===== src/rtl/reg_scoreboard.sv =====
// Per-register pending-write scoreboard: counts outstanding writebacks per
// architectural register and stalls ID issue on pending sources or saturation.
module reg_scoreboard #(
    parameter int NUM_REGS = 16,
    parameter int ADDR_W   = 4,
    parameter int CNT_W    = 2
) (
    input  logic                    clk,
    input  logic                    rst,
    input  logic                    issue_valid,
    input  logic                    issue_wb_en,
    input  logic [ADDR_W-1:0]       issue_dest,
    input  logic [ADDR_W-1:0]       src_1,
    input  logic [ADDR_W-1:0]       src_2,
    input  logic                    two_src,
    input  logic                    wb_en,
    input  logic [ADDR_W-1:0]       wb_dest,
    output logic                    hazard_detected,
    output logic                    issue_accept,
    output logic                    busy,
    output logic [ADDR_W+CNT_W-1:0] pending_total,
    output logic                    underflow_err
);

    localparam logic [CNT_W-1:0] CNT_MAX = '1;

    logic [CNT_W-1:0]    cnt [NUM_REGS];
    logic [CNT_W-1:0]    src_1_cnt;
    logic [CNT_W-1:0]    src_2_cnt;
    logic [CNT_W-1:0]    dest_cnt;
    logic [CNT_W-1:0]    wb_cnt;
    logic [NUM_REGS-1:0] inc_vec;
    logic [NUM_REGS-1:0] dec_vec;
    logic                inc;
    logic                dec;

    // Address decode by scan: out-of-range addresses never match and read as zero.
    always_comb begin
        src_1_cnt = '0;
        src_2_cnt = '0;
        dest_cnt  = '0;
        wb_cnt    = '0;
        for (int unsigned r = 0; r < NUM_REGS; r++) begin
            if (src_1 == ADDR_W'(r))      src_1_cnt = cnt[r];
            if (src_2 == ADDR_W'(r))      src_2_cnt = cnt[r];
            if (issue_dest == ADDR_W'(r)) dest_cnt  = cnt[r];
            if (wb_dest == ADDR_W'(r))    wb_cnt    = cnt[r];
        end
    end

    always_comb begin
        hazard_detected = issue_valid &
                          ((src_1_cnt != '0) |
                           (two_src & (src_2_cnt != '0)) |
                           (issue_wb_en & (dest_cnt == CNT_MAX)));
        issue_accept    = issue_valid & ~hazard_detected;
    end

    always_comb begin
        inc_vec = '0;
        dec_vec = '0;
        for (int unsigned r = 0; r < NUM_REGS; r++) begin
            inc_vec[r] = issue_accept & issue_wb_en & (issue_dest == ADDR_W'(r));
            dec_vec[r] = wb_en & (wb_dest == ADDR_W'(r)) & (cnt[r] != '0);
        end
        inc = |inc_vec;
        dec = |dec_vec;
    end

    assign busy = (pending_total != '0);

    always_ff @(posedge clk or negedge rst) begin
        if (!rst) begin
            for (int unsigned r = 0; r < NUM_REGS; r++) begin
                cnt[r] <= '0;
            end
            pending_total <= '0;
            underflow_err <= 1'b0;
        end else begin
            // Same-register inc/dec cancel; different registers update independently.
            for (int unsigned r = 0; r < NUM_REGS; r++) begin
                if (inc_vec[r] && !dec_vec[r]) begin
                    cnt[r] <= cnt[r] + 1'b1;
                end else if (dec_vec[r] && !inc_vec[r]) begin
                    cnt[r] <= cnt[r] - 1'b1;
                end
            end
            if (inc && !dec) begin
                pending_total <= pending_total + 1'b1;
            end else if (dec && !inc) begin
                pending_total <= pending_total - 1'b1;
            end
            if (wb_en && (wb_cnt == '0)) begin
                underflow_err <= 1'b1;
            end
        end
    end

endmodule


===== config.mk =====
export PLATFORM = sky130hd
export DESIGN_NAME = reg_scoreboard
export DESIGN_NICKNAME = d
export VERILOG_FILES = /design/src/rtl/reg_scoreboard.sv
export SDC_FILE = /design/constraint.sdc
export NUM_CORES = 1
export LEC_CHECK = 0
export BUFFER_PORTS_ARGS = -buffer_cell sky130_fd_sc_hd__buf_2
export CAP_MARGIN = 10
export CORE_ASPECT_RATIO = 1.1
export CORE_MARGIN = 8
export CORE_UTILIZATION = 55
export DETAILED_ROUTE_END_ITERATION = 10
export PLACE_DENSITY = 0.77
export SLEW_MARGIN = 20
export SYNTH_ARGS = -nofsm -noshare
export SYNTH_HDL_FRONTEND = slang
export SYNTH_SLANG_ARGS = --single-unit

===== constraint.sdc =====
create_clock -name clk -period 3.7 [get_ports clk]
set_input_delay 0.185 -clock clk [delete_from_list [all_inputs] [get_ports clk]]
set_output_delay 0.185 -clock clk [all_outputs]
set_load 0.1 [all_outputs]

==> metrics.txt <==
RSZ-0062 raised after global routing=false; CP max-delay cell=dfrtp_1; clock transition at the registers of the reported paths=roughly 90 ps; run status=complete, no violations; worst-path maximum fanout=5; final setup margin=between 100 and 150 ps; die height=104 µm; starting density of the core=0.562; largest net degree at the start of global routing=40; CTS tree=yes; #FFs+latches synth=39; die area=approximately 10000 µm²; Worst Hold Class=in2async; LEAKAGE=between 0.0015 and 0.002 µW; Period Utilization, post-route=0.963; Seq/Total Area, Yosys=0.251; H-tree depth=2; Num CTS Buffers=5; die width=a little under 100 µm; DR vias=3716; Worst slew margin=0.394; grt ovf=0; Final GP Congestion=between 1 and 1.5; max-cap violations=0; total power=~3000 µW; antenna-violating nets left=0; Routed WL=approximately 12 mm; CP peak stage delay=between 400 and 500 ps; 1st-iter DRT viols=a little under 300; Antenna Cells=0; Startpoint Class=register; Power Density=roughly 700 nW/µm²; Layout Cells excl Fill=about 570; EDFF count, synth=0; Fmax achieved=281 MHz; Mapped Nets=502; Sink Count=39; Core Util, Final=0.625; Critical Path AT=between 3000 and 4000 ps; Top delay family on crit path=compound AO/OA/AOI/OAI gates; share of cells above drive strength 1=0.192; commonest register cell after synthesis=dfrtp_1; via density per instance=~6.5; CORE AREA=slightly below 7000 µm²; post-DP HPWL=slightly above 9 mm; critical-path cell list=mux2_2 > and3_1 > o31a_1 > o31ai_1 > o311ai_4 > nor2_2 > ha_4 > inv_2 > ha_1 > a21o_1 > a21oi_2 > o21bai_1 > a21oi_2 > mux2i_1 > xnor2_1; critical path type=reg2reg; Clock Skew=9.09 ps; first-pass GRT wire length=approximately 19 mm; final setup fails=0; most common cell after layout, fill and taps aside=dfrtp_1; Setup TNS=0 ps; DRC=0; IO Pins=32; minimum clock period=about 3600 ps; 1st-pass router iterations=5; most frequent cells in the layout=dfrtp_1 (38), nor2_1 (36), xor2_1 (34), buf_2 (31), nand2_1 (28); maximum vdd drop=0.635 mV; Max clock buf depth=2; Buffers on Ports=31; Final nets=about 530; Async SR Flop Fraction=1.00; Ys Warns=0; final hold violation count=0; Final Max Tran Viols=0; Place WS=between 80 and 90 ps; library cells used by synthesis=71; Mean Syn Cell Area=8.50 µm²; CP dominant cell by count=a21oi_2; area grow syn2layout=11.1%; crit path capture type=register; root buffer cell=clkbuf_8; Mapped Cells=around 460; Synth Cell Area=3890 µm²; Worst-Skew Late Latency=~300 ps; row count=32; antenna violations before repair=0; dpl cells=~560; CP bufs+invs=1; GRT Overall Usage=0.248; Required @ worst endpoint=between 3000 and 4000 ps; Routed wire per std cell=between 20 and 25 µm; worst slew pin tran=909 ps; vias in the first global route=~3700
[power by group]
group / switching (µW) / internal, µW / total, µW / leakage (µW)
clock: 166 / 197 / 363 / 0.0000502
combinational: 1010 / 644 / 1660 / 0.00135
sequential: 366 / 631 / 996 / 0.000471
[logic make-up (layout without fill, tap and decap cells)]
group	after synthesis	after routing	share of synthesized area
adders and majority gates	22	22	0.0726
and+or+nand+nor	174	174	0.257
AOI/OAI and AO/OA	100	100	0.188
DFF	39	39	0.251
buffers and inverters	53	79	0.0614
xor gates and xnor gates	53	53	0.119
muxes	17	17	0.0508
[metal layers]
layer	global-route usage	vias to the layer above	share of wire
met1	0.317	1729	0.41
met2	0.382	203	0.45
met3	0.0448	54	0.085
met4	0.129	0	0.056
li1	-	1730	-
met5	0	-	0
[what timing repair did]
item / in CTS / in global routing
hold buffers: 0 / 0
setup buffers: 0 / 1
gates resized for setup: 0 / 4
endpoints found under the setup margin: 0 / 1
[worst reg2reg max path, stage by stage, from the launching register on]
cell and delay, ps:
dfrtp_1 480, mux2_2 300, and3_1 180, o31a_1 300
o31ai_1 400, o311ai_4 210, nor2_2 180, ha_4 170
inv_2 60, ha_1 270, a21o_1 180, a21oi_2 150
o21bai_1 90, a21oi_2 140, mux2i_1 230, xnor2_1 140
[final timing paths]
| path | start | end | slack [ps] | depth (start not counted) |
|---|---|---|---|---|
| min | rst | cnt[2]$_DFFE_PN0P_ | 10 | 1 |
| min reg2reg | underflow_err$_DFFE_PN0P_ | underflow_err$_DFFE_PN0P_ | 490 | 1 |
| max in group asynchronous | rst | cnt[1]$_DFFE_PN0P_ | 3070 | 1 |
| max | cnt[24]$_DFFE_PN0P_ | pending_total[5]$_DFFE_PN0P_ | 140 | 15 |
| min in group clk | wb_dest[3] | underflow_err$_DFFE_PN0P_ | 210 | 2 |
| max reg2reg | cnt[24]$_DFFE_PN0P_ | pending_total[5]$_DFFE_PN0P_ | 140 | 15 |
[flip-flops by register name, indices dropped and copies added, names as in the netlist]
| register | cells |
|---|---|
| cnt | 32 |
| underflow_err | 1 |
| pending_total | 6 |
[cell usage after synthesis, types with 5 or more instances]
master | instances | area, µm²
nand3_1 | 6 | 30.0
or2_2 | 5 | 31.3
nor3b_1 | 6 | 45.0
ha_1 | 21 | 263
nor2_1 | 37 | 139
nor3_2 | 9 | 90.1
nand3b_1 | 7 | 52.6
a31oi_1 | 6 | 37.5
o21ai_0 | 15 | 75.1
buf_2 | 8 | 40.0
nand4_1 | 9 | 56.3
o2111ai_1 | 5 | 43.8
and3b_1 | 5 | 43.8
xnor2_1 | 19 | 166
a21o_1 | 5 | 37.5
dfrtp_1 | 39 | 976
nor2b_1 | 12 | 75.1
xor2_1 | 34 | 298
clkbuf_1 | 24 | 90.1
mux2i_1 | 13 | 130
nand2_1 | 28 | 105
nor4_1 | 9 | 56.3
a21oi_1 | 13 | 65.1
o211ai_1 | 9 | 67.6
nor3_1 | 9 | 45.0
inv_1 | 15 | 56.3
nand2b_1 | 10 | 62.6
[cell type report]
cell class,count,area [µm²]
multi-input cells,366,2730
fillers,631,2600
flip-flops and latches,39,977
repair buffers,57,350
well taps,85,106
clock buffers,5,68.8
inverters,15,56.3
clock inverters,2,37.5
[stage by stage]
stage | cell area [µm²] | hold slack (ps)
after floorplan | 3920 | -111
after global placement | 4200 | 345
after detailed placement | 4200 | 360
after CTS | 4300 | 35.5
after global routing | 4330 | 111
final | 4330 | 11.3
Note: power is estimated with default switching activity, not from simulation.
